## config.mk

```make
export PLATFORM = sky130hd
export DESIGN_NAME = serial2parallel
export DESIGN_NICKNAME = d
export VERILOG_FILES = /design/src/rtl/serial2parallel_pkg.sv /design/src/rtl/s2p_bit_counter.sv /design/src/rtl/serial2parallel.sv
export SDC_FILE = /design/constraint.sdc
export NUM_CORES = 1
export LEC_CHECK = 0
export CAP_MARGIN = 20
export CORE_MARGIN = 2
export CORE_UTILIZATION = 52
export CTS_CLUSTER_SIZE = 28
export DETAILED_ROUTE_END_ITERATION = 7
export HOLD_SLACK_MARGIN = 0.12
export PLACE_DENSITY = 0.72
export SETUP_SLACK_MARGIN = 0.2
export SKIP_LAST_GASP = 1
export SLEW_MARGIN = 20
export SYNTH_ARGS = -nofsm -noshare
export SYNTH_HDL_FRONTEND = slang
export SYNTH_SLANG_ARGS = --single-unit
```

## constraint.sdc

```tcl
create_clock -name clk -period 2 [get_ports clk]
set_clock_uncertainty 0.2 [all_clocks]
set_input_delay 0.4 -clock clk [delete_from_list [all_inputs] [get_ports clk]]
set_output_delay 0.4 -clock clk [all_outputs]
set_load 0.1 [all_outputs]
```

## src/rtl/serial2parallel_pkg.sv

```systemverilog
// Shared definitions for the serial-to-parallel converter: FSM states and default word width.
package serial2parallel_pkg;

  localparam int unsigned DefaultDataW = 8;

  typedef enum logic {
    StIdle,
    StShift
  } s2p_state_e;

endpackage

```

## src/rtl/s2p_bit_counter.sv

```systemverilog
// Bit position counter for one serial frame: load to 1 on frame start, increment per captured bit.
module s2p_bit_counter
  import serial2parallel_pkg::*;
#(
  parameter int unsigned DATA_W = DefaultDataW,
  parameter int unsigned CNT_W  = $clog2(DATA_W) + 1
) (
  input  logic             clk,
  input  logic             rst_n,
  input  logic             load,
  input  logic             inc,
  output logic [CNT_W-1:0] count,
  output logic             last
);

  logic [CNT_W-1:0] count_q;

  always_ff @(posedge clk or negedge rst_n) begin
    if (!rst_n) begin
      count_q <= '0;
    end else if (load) begin
      count_q <= CNT_W'(1);
    end else if (inc) begin
      count_q <= count_q + CNT_W'(1);
    end
  end

  assign count = count_q;
  // Terminal count: the next captured bit is the final bit of the frame.
  assign last  = (count_q == CNT_W'(DATA_W - 1));

endmodule

```

## src/rtl/serial2parallel.sv

```systemverilog
// LSB-first serial-to-parallel converter; a updates and end_conversion pulses once per full frame.
module serial2parallel
  import serial2parallel_pkg::*;
#(
  parameter int unsigned DATA_W = DefaultDataW
) (
  input  logic              clk,
  input  logic              rst_n,
  input  logic              serial_start,
  input  logic              d,
  output logic              end_conversion,
  output logic [DATA_W-1:0] a
);

  localparam int unsigned CntW = $clog2(DATA_W) + 1;

  s2p_state_e       state_q, state_d;
  logic [DATA_W-1:0] shift_q, shift_d;
  logic [DATA_W-1:0] a_q, a_d;
  logic              eoc_q, eoc_d;
  logic              cnt_load, cnt_inc, cnt_last;
  logic [CntW-1:0]   cnt;

  s2p_bit_counter #(
    .DATA_W (DATA_W),
    .CNT_W  (CntW)
  ) u_bit_counter (
    .clk   (clk),
    .rst_n (rst_n),
    .load  (cnt_load),
    .inc   (cnt_inc),
    .count (cnt),
    .last  (cnt_last)
  );

  always_comb begin
    state_d  = state_q;
    shift_d  = shift_q;
    a_d      = a_q;
    eoc_d    = 1'b0;
    cnt_load = 1'b0;
    cnt_inc  = 1'b0;
    unique case (state_q)
      StIdle: begin
        if (serial_start) begin
          shift_d  = DATA_W'(d);
          cnt_load = 1'b1;
          state_d  = StShift;
        end
      end
      StShift: begin
        // Upper bits were cleared at frame start, so OR-ing places d at bit[cnt].
        shift_d = shift_q | (DATA_W'(d) << cnt);
        cnt_inc = 1'b1;
        if (cnt_last) begin
          a_d     = shift_d;
          eoc_d   = 1'b1;
          state_d = StIdle;
        end
      end
      default: state_d = StIdle;
    endcase
  end

  always_ff @(posedge clk or negedge rst_n) begin
    if (!rst_n) begin
      state_q <= StIdle;
      shift_q <= '0;
      a_q     <= '0;
      eoc_q   <= 1'b0;
    end else begin
      state_q <= state_d;
      shift_q <= shift_d;
      a_q     <= a_d;
      eoc_q   <= eoc_d;
    end
  end

  assign a              = a_q;
  assign end_conversion = eoc_q;

endmodule

```

==> summary.txt, run 1 <==
===============================================================================================
Summed instance area of the synthesized netlist ..................................     976 um^2
Number of global-route vias before repair ........................................          635
Path type of the worst min-delay path ............................................ input port to asynchronous set/reset pin
Count of pins over their slew limit ..............................................            0
Type of the setup path with the least slack ...................................... register to register
Ordered cell list for the critical path .......................................... ha_1, and4b_2, mux2_4
Standard cell with the maximum stage delay on the critical path ..................      dfrtp_1
Max_slew headroom ................................................................        79.9%
Number of buffers added on ports .................................................           12
Root Buffer ......................................................................     clkbuf_4
Antenna violations before repair .................................................            0
Warnings, synthesis ..............................................................            0
Result of the run ................................................................ complete, no violations
Worst EP required ................................................................      1.99 ns
Crit path DAT ....................................................................      1.67 ns
Clock buffers created by TritonCTS ...............................................            3
RSZ-0062 raised after global routing .............................................           no
Net count of the mapped netlist ..................................................           88
Number of setup violations in the final report ...................................            0
Count of hold-fix buffers inserted at cts ........................................            0
Clock input transition at the sequential cells of the worst setup and hold paths .      0.11 ns
Maximum cell stage delay along the critical path .................................      0.47 ns
Commonest cells after routing, fill and taps aside ............................... 22 x dfrtp_1, 9 x buf_12, 8 x a21oi_1
Post-synthesis register bit count ................................................           22
Length in cells of the worst reg-to-reg path .....................................            3
Chip width .......................................................................      47.3 um
Worst r2r src .................................................................... u_bit_counter.count[1]
CTS tree .........................................................................        built
Critical path capture point type .................................................     register
DR vias ..........................................................................          662
Count of clock tree sinks ........................................................           22
Layout cell share with drive strength beyond 1 ...................................        33.3%
Met2 routed wirelength ...........................................................       869 um
Final-layout fill cell count .....................................................          126
WL met1 ..........................................................................       781 um
Post-Route WL ....................................................................      1710 um
Biggest fanout along the worst timing path .......................................            7
Length of routed met3 wiring .....................................................        45 um
Total grt overflow ...............................................................            0
Die area ......................................................................... 0.00224 mm^2
Period utilisation layout ........................................................        83.9%
Row cnt ..........................................................................           15
Launching element type of the critical path ......................................     register
Starting utilization of the core area ............................................        55.9%
Global placer's final weighted congestion ........................................        0.778
Worst skew pair latency ..........................................................      0.29 ns
Final sum of negative setup slack ................................................         0 ns
Router iterations before antenna repair ..........................................            4
Mean area per synthesized cell ...................................................    11.8 um^2
Initial DRC Count ................................................................           13
Final hold violation count .......................................................            0
Maximum capacitance violations ...................................................            0
Signed area change from the synthesized netlist to the final layout ..............        27.3%
Max layer used ...................................................................         met4
Die height .......................................................................      47.3 um
Register-to-register path setup slack ............................................      0.32 ns
First-pass GRT wire length .......................................................      2940 um
Library cells used by synthesis ..................................................           29
Diodes inserted ..................................................................            0
Part of the Yosys area used for sequential elements ..............................        56.4%
Pin count of the biggest net entering global routing .............................           23
Final min period .................................................................      1.68 ns
Synthesized instance count .......................................................           83
Overall global routing resource usage ............................................        19.3%
HPWL reported at the end of detailed placement ...................................      1250 um
Boundary pin count ...............................................................           13
WL per Instance ..................................................................      13.8 um
Max Clk Rate .....................................................................    0.596 GHz
RR Endpoint ......................................................................         a[1]
Nets .............................................................................          106
Leading cell type in the layout, fill and taps excluded ..........................      dfrtp_1
Depth of the CTS H-tree ..........................................................            1
End-of-flow core utilization .....................................................        71.2%
Transition at the pin with the smallest max-transition slack .....................     0.300 ns
Core area ........................................................................ 0.00175 mm^2
Residual antenna-violating net count after detailed routing ......................            0
Via density per instance .........................................................         5.34
Total DRC errors in the routed layout ............................................            0
Max Buffers Root-to-Sink .........................................................            2
===============================================================================================
worst max-delay path, delay by kind of cell (launching register included):
| family | cells | cell delay, ns |
|---|---|---|
| adders and majority gates | 1 | 0.22 |
| DFF | 1 | 0.47 |
| muxes | 1 | 0.32 |
| and+or+nand+nor | 1 | 0.37 |
synthesized netlist by cell type:
cell	n	area share, %
a22o_1	1	0.90
clkbuf_2	1	0.51
a21oi_2	4	3.6
buf_6	1	1.2
and4b_1	1	1.0
nor2_2	4	2.6
nor2b_1	1	0.64
nand3_1	2	1.0
nor2_1	7	2.7
dfrtp_1	22	56
nor3b_1	1	0.77
a31oi_1	3	1.9
buf_12	1	2.1
a21oi_1	8	4.1
clkbuf_1	2	0.77
xor2_1	1	0.90
nand2_1	4	1.5
a32o_1	1	1.0
nor3_1	3	1.5
o21ai_0	2	1.0
inv_1	1	0.38
ha_1	1	1.3
or2b_1	1	0.77
mux2i_1	1	1.0
and3b_2	1	1.0
nand2b_1	2	1.3
a22o_2	1	1.0
xnor2_1	1	0.90
mux2_4	4	6.2
stage by stage:
stage,instances,area (um^2),hold slack [ns],setup WS [ns]
after floorplan,83,976,-0.0956,0.465
after global placement,121,1220,0.278,0.283
after detailed placement,121,1220,0.306,0.242
after CTS,124,1240,0.245,0.212
after global routing,124,1240,0.249,0.234
final,124,1240,0.239,0.322
per-layer routing:
layer  GRT usage (%)  up-vias
met1            26.0      330
met4            8.33        0
met2            29.5        9
met5               0        -
li1                -      321
met3            4.62        2
sequential cells by signal, summed over array words and instances, names as in the netlist:
signal / count
a: 8
end_conversion: 1
shift_q: 8
state_q: 1
u_bit_counter.count: 4
final cells by class:
cell class | count | area, um^2 | share of cell area (%)
Clock buffer | 3 | 22.5 | 1.81
Inverter | 1 | 3.75 | 0.302
Multi-Input combinational cell | 55 | 379 | 30.5
Sequential cell | 22 | 551 | 44.3
Tap cell | 25 | 31.3 | 2.52
Timing Repair Buffer | 18 | 255 | 20.5
repair_timing:
item / in CTS / in global routing
setup endpoints to repair: 0 / 9
setup buffers: 0 / 0
resized for setup: 0 / 1
worst max path at each step:
stage | slack [ns] | depth (start not counted) | endpoint | from
after detailed placement | 0.24 | 5 | a[4] | u_bit_counter.count[1]
final | 0.32 | 3 | a[1] | u_bit_counter.count[1]
after floorplan | 0.46 | 4 | a[0] | u_bit_counter.count[1]
after CTS | 0.21 | 5 | a[4] | u_bit_counter.count[1]
after global placement | 0.28 | 4 | a[4] | d
after global routing | 0.23 | 5 | a[4] | u_bit_counter.count[1]
kinds of logic after synthesis:
family          Yosys count  share of synthesized area [%]
simple gates             27                           14.9
mux                       5                           7.18
fa+ha+maj                 1                           1.28
xor+xnor                  2                           1.80
buf+inv                   6                           4.87
compound gates           20                           13.6
flops                    22                           56.4
Power of run 1 is left out: the tool's default activity adds up to more than one toggle a clock period on the data nets, which glitch-free logic cannot reach.
==> run 2, diff against run 1 <==
Clock period 2 ns to 1.6 ns, I/O delays scaled along.
==> run 2 against run 1 <==
  * Register-to-register slack lost 0.27 ns
  * Via count grew 12%
  * Setup slack lost 0.27 ns
  * Critical path depth is the same
  * Flip-flop and latch count is the same
  * Final area grew 17%
  * Fmax grew 8.6%
  * Global-route usage grew 4.0 points
  * Count of clock-buffer cells in the layout is the same
  * Worst hold slack lost 0.11 ns
  * Critical path type unchanged
  * Critical endpoint is now a[2]
==> summary.txt, run 2 (same netlist as run 1, synthesis figures left out) <==
===============================================================================================
Depth of the CTS H-tree ..........................................................            1   unchanged
Maximum capacitance violations ...................................................            0   unchanged
Max Clk Rate .....................................................................    0.647 GHz   was 0.596 GHz
Residual antenna-violating net count after detailed routing ......................            0   unchanged
Nets .............................................................................          117   was 106
Max_slew headroom ................................................................        79.3%   was 79.9%
Total DRC errors in the routed layout ............................................            0   unchanged
Diodes inserted ..................................................................            0   unchanged
CTS tree .........................................................................        built   unchanged
Final sum of negative setup slack ................................................         0 ns   unchanged
Biggest fanout along the worst timing path .......................................            6   was 7
WL per Instance ..................................................................      16.8 um   was 13.8 um
Router iterations before antenna repair ..........................................            4   unchanged
Launching element type of the critical path ......................................     register   unchanged
Starting utilization of the core area ............................................        55.9%   unchanged
Root Buffer ......................................................................     clkbuf_4   unchanged
Via density per instance .........................................................         5.46   was 5.34
HPWL reported at the end of detailed placement ...................................      1380 um   was 1250 um
Result of the run ................................................................ complete, no violations   unchanged
Ordered cell list for the critical path .......................................... ha_2, and4b_4, mux2_4   was ha_1, and4b_2, mux2_4
Type of the setup path with the least slack ...................................... register to register   unchanged
Final min period .................................................................      1.55 ns   was 1.68 ns
Crit-path leading delay family ...................................................   flip-flops   unchanged
Row cnt ..........................................................................           15   unchanged
Final hold violation count .......................................................            0   unchanged
Critical path capture point type .................................................     register   unchanged
Period utilisation layout ........................................................        96.6%   was 83.9%
Number of buffers added on ports .................................................           12   unchanged
Die area ......................................................................... 0.00224 mm^2   unchanged
Standard cell with the maximum stage delay on the critical path ..................      dfrtp_1   unchanged
Signed area change from the synthesized netlist to the final layout ..............        48.7%   was 27.3%
Core area ........................................................................ 0.00175 mm^2   unchanged
Count of clock tree sinks ........................................................           22   unchanged
Post-Route WL ....................................................................      2280 um   was 1710 um
Clock input transition at the sequential cells of the worst setup and hold paths .      0.13 ns   was 0.11 ns
Initial DRC Count ................................................................            6   was 13
Number of buffers and inverters on the critical path .............................            0   unchanged
Maximum cell stage delay along the critical path .................................      0.40 ns   was 0.47 ns
Die height .......................................................................      47.3 um   unchanged
Pin count of the biggest net entering global routing .............................           23   unchanged
Commonest cells after routing, fill and taps aside ............................... 17 x dfrtp_1, 14 x buf_4, 9 x buf_12   was 22 x dfrtp_1, 9 x buf_12, 8 x a21oi_1
Number of setup violations in the final report ...................................            0   unchanged
DR vias ..........................................................................          743   was 662
Worst skew pair latency ..........................................................      0.32 ns   was 0.29 ns
RSZ-0062 raised after global routing .............................................          yes   was no
Overall global routing resource usage ............................................        23.2%   was 19.3%
Total grt overflow ...............................................................            0   unchanged
Clock buffers created by TritonCTS ...............................................            3   unchanged
Count of pins over their slew limit ..............................................            0   unchanged
Transition at the pin with the smallest max-transition slack .....................     0.309 ns   was 0.300 ns
Max Buffers Root-to-Sink .........................................................            2   unchanged
Antenna violations before repair .................................................            0   unchanged
Chip width .......................................................................      47.3 um   unchanged
Placed cell count ................................................................          124   was 121
Number of global-route vias before repair ........................................          738   was 635
Crit path DAT ....................................................................      1.56 ns   was 1.67 ns
First-pass GRT wire length .......................................................      3500 um   was 2940 um
Final standard cell count with taps included and fillers excluded ................          136   was 124
Leading cell type in the layout, fill and taps excluded ..........................      dfrtp_1   unchanged
Layout cell share with drive strength beyond 1 ...................................        55.0%   was 33.3%
Worst EP required ................................................................      1.61 ns   was 1.99 ns
Boundary pin count ...............................................................           13   unchanged
Global placer's final weighted congestion ........................................        0.884   was 0.778
Path type of the worst min-delay path ............................................ input port to asynchronous set/reset pin   unchanged
===============================================================================================
run 2: cell count changes in the layout (fill, tap and decap cells not counted), moves of 2 or more:
cell	before	now
buf_6	0	3
buf_4	6	14
dfrtp_2	0	5
a31oi_1	3	1
a21oi_1	8	6
dfrtp_1	22	17
nor3_1	3	1
run 2: per-stage QoR:
stage	worst slack (ns)	area, um^2	utilization, %	hold WS (ns)
after floorplan	0.0649	982	-	-0.176
after global placement	-0.0441	1250	71.5	0.285
after detailed placement	-0.0679	1250	71.5	0.295
after CTS	0.0859	1390	79.6	0.145
after global routing	0.0407	1450	83.2	0.148
final	0.0546	1450	83.2	0.132
run 2: routing by layer:
metal | wire [um] | global-route usage (%) | up-vias | share of wire (%)
met5 | 0 | 0 | - | 0
li1 | - | - | 344 | -
met3 | 80 | 3.85 | 2 | 3.5
met4 | 27 | 7.78 | 0 | 1.2
met1 | 954 | 30.1 | 375 | 42
met2 | 1220 | 39.5 | 22 | 53
run 2: path summary, 6_finish.rpt:
| path | start | to | slack [ns] | cells past startpoint |
|---|---|---|---|---|
| max in group asynchronous | rst_n | a[7] | 0.84 | 2 |
| worst max-delay path | u_bit_counter.count[1] | a[2] | 0.05 | 3 |
| worst min register to register | shift_q[3] | shift_q[3] | 0.32 | 1 |
| worst max register to register | u_bit_counter.count[1] | a[2] | 0.05 | 3 |
| worst min-delay path | rst_n | u_bit_counter.count[1] | 0.13 | 2 |
| min in group clk | shift_q[3] | shift_q[3] | 0.32 | 1 |
run 2: what timing repair did:
item	CTS	global route
pin swaps	1	7
setup endpoints to repair	22	27
buffers inserted	7	1
gates cloned	0	0
hold buffers	0	0
resized for setup	9	11
run 2: final cells by class:
| class | instances | area [um^2] |
|---|---|---|
| multi-input combinational | 55 | 458 |
| inverter | 1 | 3.75 |
| clock buffer | 3 | 22.5 |
| tap | 25 | 31.3 |
| fill | 96 | 294 |
| sequential | 22 | 557 |
| clock inverter | 1 | 30.0 |
| timing repair buffer | 29 | 349 |
run 2: worst reg2reg max path, stage by stage, from the launching register on:
cell	delay, ns
dfrtp_1	0.40
ha_2	0.19
and4b_4	0.32
mux2_4	0.32
Power of run 2 is left out for the same reason.
==> run 3, diff against run 2 <==
Settings changed: PLACE_DENSITY 0.72 to 0.76.
==> run 3 against run 2 <==
  * Count of clock-buffer cells in the layout increased by 1
  * Cell count up 1.5%
  * Global-route usage shrank 2.2 points
  * Non-clock buffer count is 2 higher
  * Utilization is 0.65 points higher
  * Critical path depth stayed put
  * Fmax is 2.0% higher
  * Highest routed layer unchanged
==> summary.txt, run 3 (same netlist as run 1, synthesis figures left out) <==
===============================================================================================
Pin count of the biggest net entering global routing .............................           23   unchanged
Placed standard-cell area ........................................................ 0.00125 mm^2   unchanged
Met3 track utilization from global routing .......................................        4.62%   was 3.85%
Result of the run ................................................................ complete, no violations   unchanged
Starting utilization of the core area ............................................        55.9%   unchanged
Worst r2r src .................................................................... u_bit_counter.count[0]   was u_bit_counter.count[1]
Antenna violations before repair .................................................            0   unchanged
Max Buffers Root-to-Sink .........................................................            2   unchanged
Type of the setup path with the least slack ...................................... register to register   unchanged
WL per Instance ..................................................................      15.6 um   was 16.8 um
Core area ........................................................................ 0.00175 mm^2   unchanged
Overall global routing resource usage ............................................        21.0%   was 23.2%
Router iterations before antenna repair ..........................................            4   unchanged
Length in cells of the worst reg-to-reg path .....................................            3   unchanged
Maximum capacitance violations ...................................................            0   unchanged
Die height .......................................................................      47.3 um   unchanged
Fin Hold WS ......................................................................     0.141 ns   was 0.132 ns
Via density per instance .........................................................         5.51   was 5.46
Final min period .................................................................      1.52 ns   was 1.55 ns
Depth of the CTS H-tree ..........................................................            1   unchanged
Commonest cells after routing, fill and taps aside ............................... 17 x dfrtp_1, 16 x buf_4, 9 x buf_12   was 17 x dfrtp_1, 14 x buf_4, 9 x buf_12
Count of hold-fix buffers inserted at cts ........................................            0   unchanged
Final hold violation count .......................................................            0   unchanged
Signed area change from the synthesized netlist to the final layout ..............        49.9%   was 48.7%
Global-route met2 utilization ....................................................        34.3%   was 39.5%
CTS tree .........................................................................        built   unchanged
Initial DRC Count ................................................................           15   was 6
Worst skew pair latency ..........................................................      0.31 ns   was 0.32 ns
Transition at the pin with the smallest max-transition slack .....................     0.294 ns   was 0.309 ns
Biggest fanout along the worst timing path .......................................            6   unchanged
Max_slew headroom ................................................................        80.3%   was 79.3%
Worst EP required ................................................................      1.61 ns   about the same
Critical path capture point type .................................................     register   unchanged
Register-to-register path setup slack ............................................      0.08 ns   was 0.05 ns
Nets .............................................................................          119   was 117
Number of setup violations in the final report ...................................            0   unchanged
RSZ-0062 raised after global routing .............................................          yes   unchanged
Boundary pin count ...............................................................           13   unchanged
Root Buffer ......................................................................     clkbuf_4   unchanged
Critical path startpoint ......................................................... u_bit_counter.count[0]   was u_bit_counter.count[1]
Max Clk Rate .....................................................................    0.660 GHz   was 0.647 GHz
Count of clock tree sinks ........................................................           22   unchanged
Die area ......................................................................... 0.00224 mm^2   unchanged
Layout cell share with drive strength beyond 1 ...................................        54.0%   was 55.0%
Launching element type of the critical path ......................................     register   unchanged
Clock input transition at the sequential cells of the worst setup and hold paths .      0.12 ns   was 0.13 ns
Residual antenna-violating net count after detailed routing ......................            0   unchanged
DR vias ..........................................................................          760   was 743
Global placer's final weighted congestion ........................................        0.800   was 0.884
Post-Route WL ....................................................................      2150 um   was 2280 um
Chip width .......................................................................      47.3 um   unchanged
End-of-flow core utilization .....................................................        83.8%   was 83.2%
Number of buffers added on ports .................................................           12   unchanged
Non-Filler Cell Area, Final ...................................................... 0.00146 mm^2   was 0.00145 mm^2
Period utilisation layout ........................................................        94.7%   was 96.6%
First-pass GRT wire length .......................................................      3220 um   was 3500 um
Row cnt ..........................................................................           15   unchanged
RR Endpoint ......................................................................         a[1]   was a[2]
Busiest grt layer ................................................................         met2   unchanged
Leading cell type in the layout, fill and taps excluded ..........................      dfrtp_1   unchanged
Clock buffers created by TritonCTS ...............................................            3   unchanged
Path type of the worst min-delay path ............................................ input port to asynchronous set/reset pin   unchanged
Total DRC errors in the routed layout ............................................            0   unchanged
HPWL reported at the end of detailed placement ...................................      1230 um   was 1380 um
Met1 usage .......................................................................        26.8%   was 30.1%
Crit path DAT ....................................................................      1.52 ns   was 1.56 ns
Count of pins over their slew limit ..............................................            0   unchanged
Diodes inserted ..................................................................            0   unchanged
Number of global-route vias before repair ........................................          708   was 738
Total grt overflow ...............................................................            0   unchanged
===============================================================================================
-- run 3: worst max-delay path by stage --
stage | to | slack, ns
6_report | a[1] | 0.08
5_1_grt | a[1] | 0.05
4_1_cts | a[1] | 0.1
3_5_place_dp | a[4] | -0.07
3_3_place_gp | a[4] | -0.05
2_1_floorplan | a[0] | 0.06
-- run 3: worst max-delay path, stage by stage (launching register included) --
cell and delay [ns]:
dfrtp_1 0.38, ha_2 0.19, and4b_4 0.33, mux2_4 0.31
-- run 3: cell type report --
cell class | count | area (um^2)
clock buffer | 4 | 36.3
fill | 89 | 283
inverter | 1 | 3.75
multi-input combinational | 55 | 470
sequential | 22 | 557
tap | 25 | 31.3
timing repair buffer | 31 | 364
-- run 3: per-layer routing --
metal | routed length [um] | vias up
li1 | - | 356
met1 | 946 | 376
met2 | 1110 | 23
met3 | 55 | 5
met4 | 36 | 0
met5 | 0 | -
-- run 3: what timing repair did --
item,4_1_cts,5_1_grt
setup buffers,7,3
endpoints found under the setup margin,21,25
pin swaps,1,3
resized for setup,9,13
cloned,0,0
-- run 3: per-stage QoR --
| stage | instances | TNS [ns] | setup WS, ns |
|---|---|---|---|
| 2_1_floorplan | 83 | 0 | 0.0649 |
| 3_3_place_gp | 124 | -0.106 | -0.0456 |
| 3_5_place_dp | 124 | -0.228 | -0.0728 |
| 4_1_cts | 135 | 0 | 0.0985 |
| 5_1_grt | 138 | 0 | 0.0471 |
| 6_report | 138 | 0 | 0.0848 |
Power of run 3 is left out for the same reason.
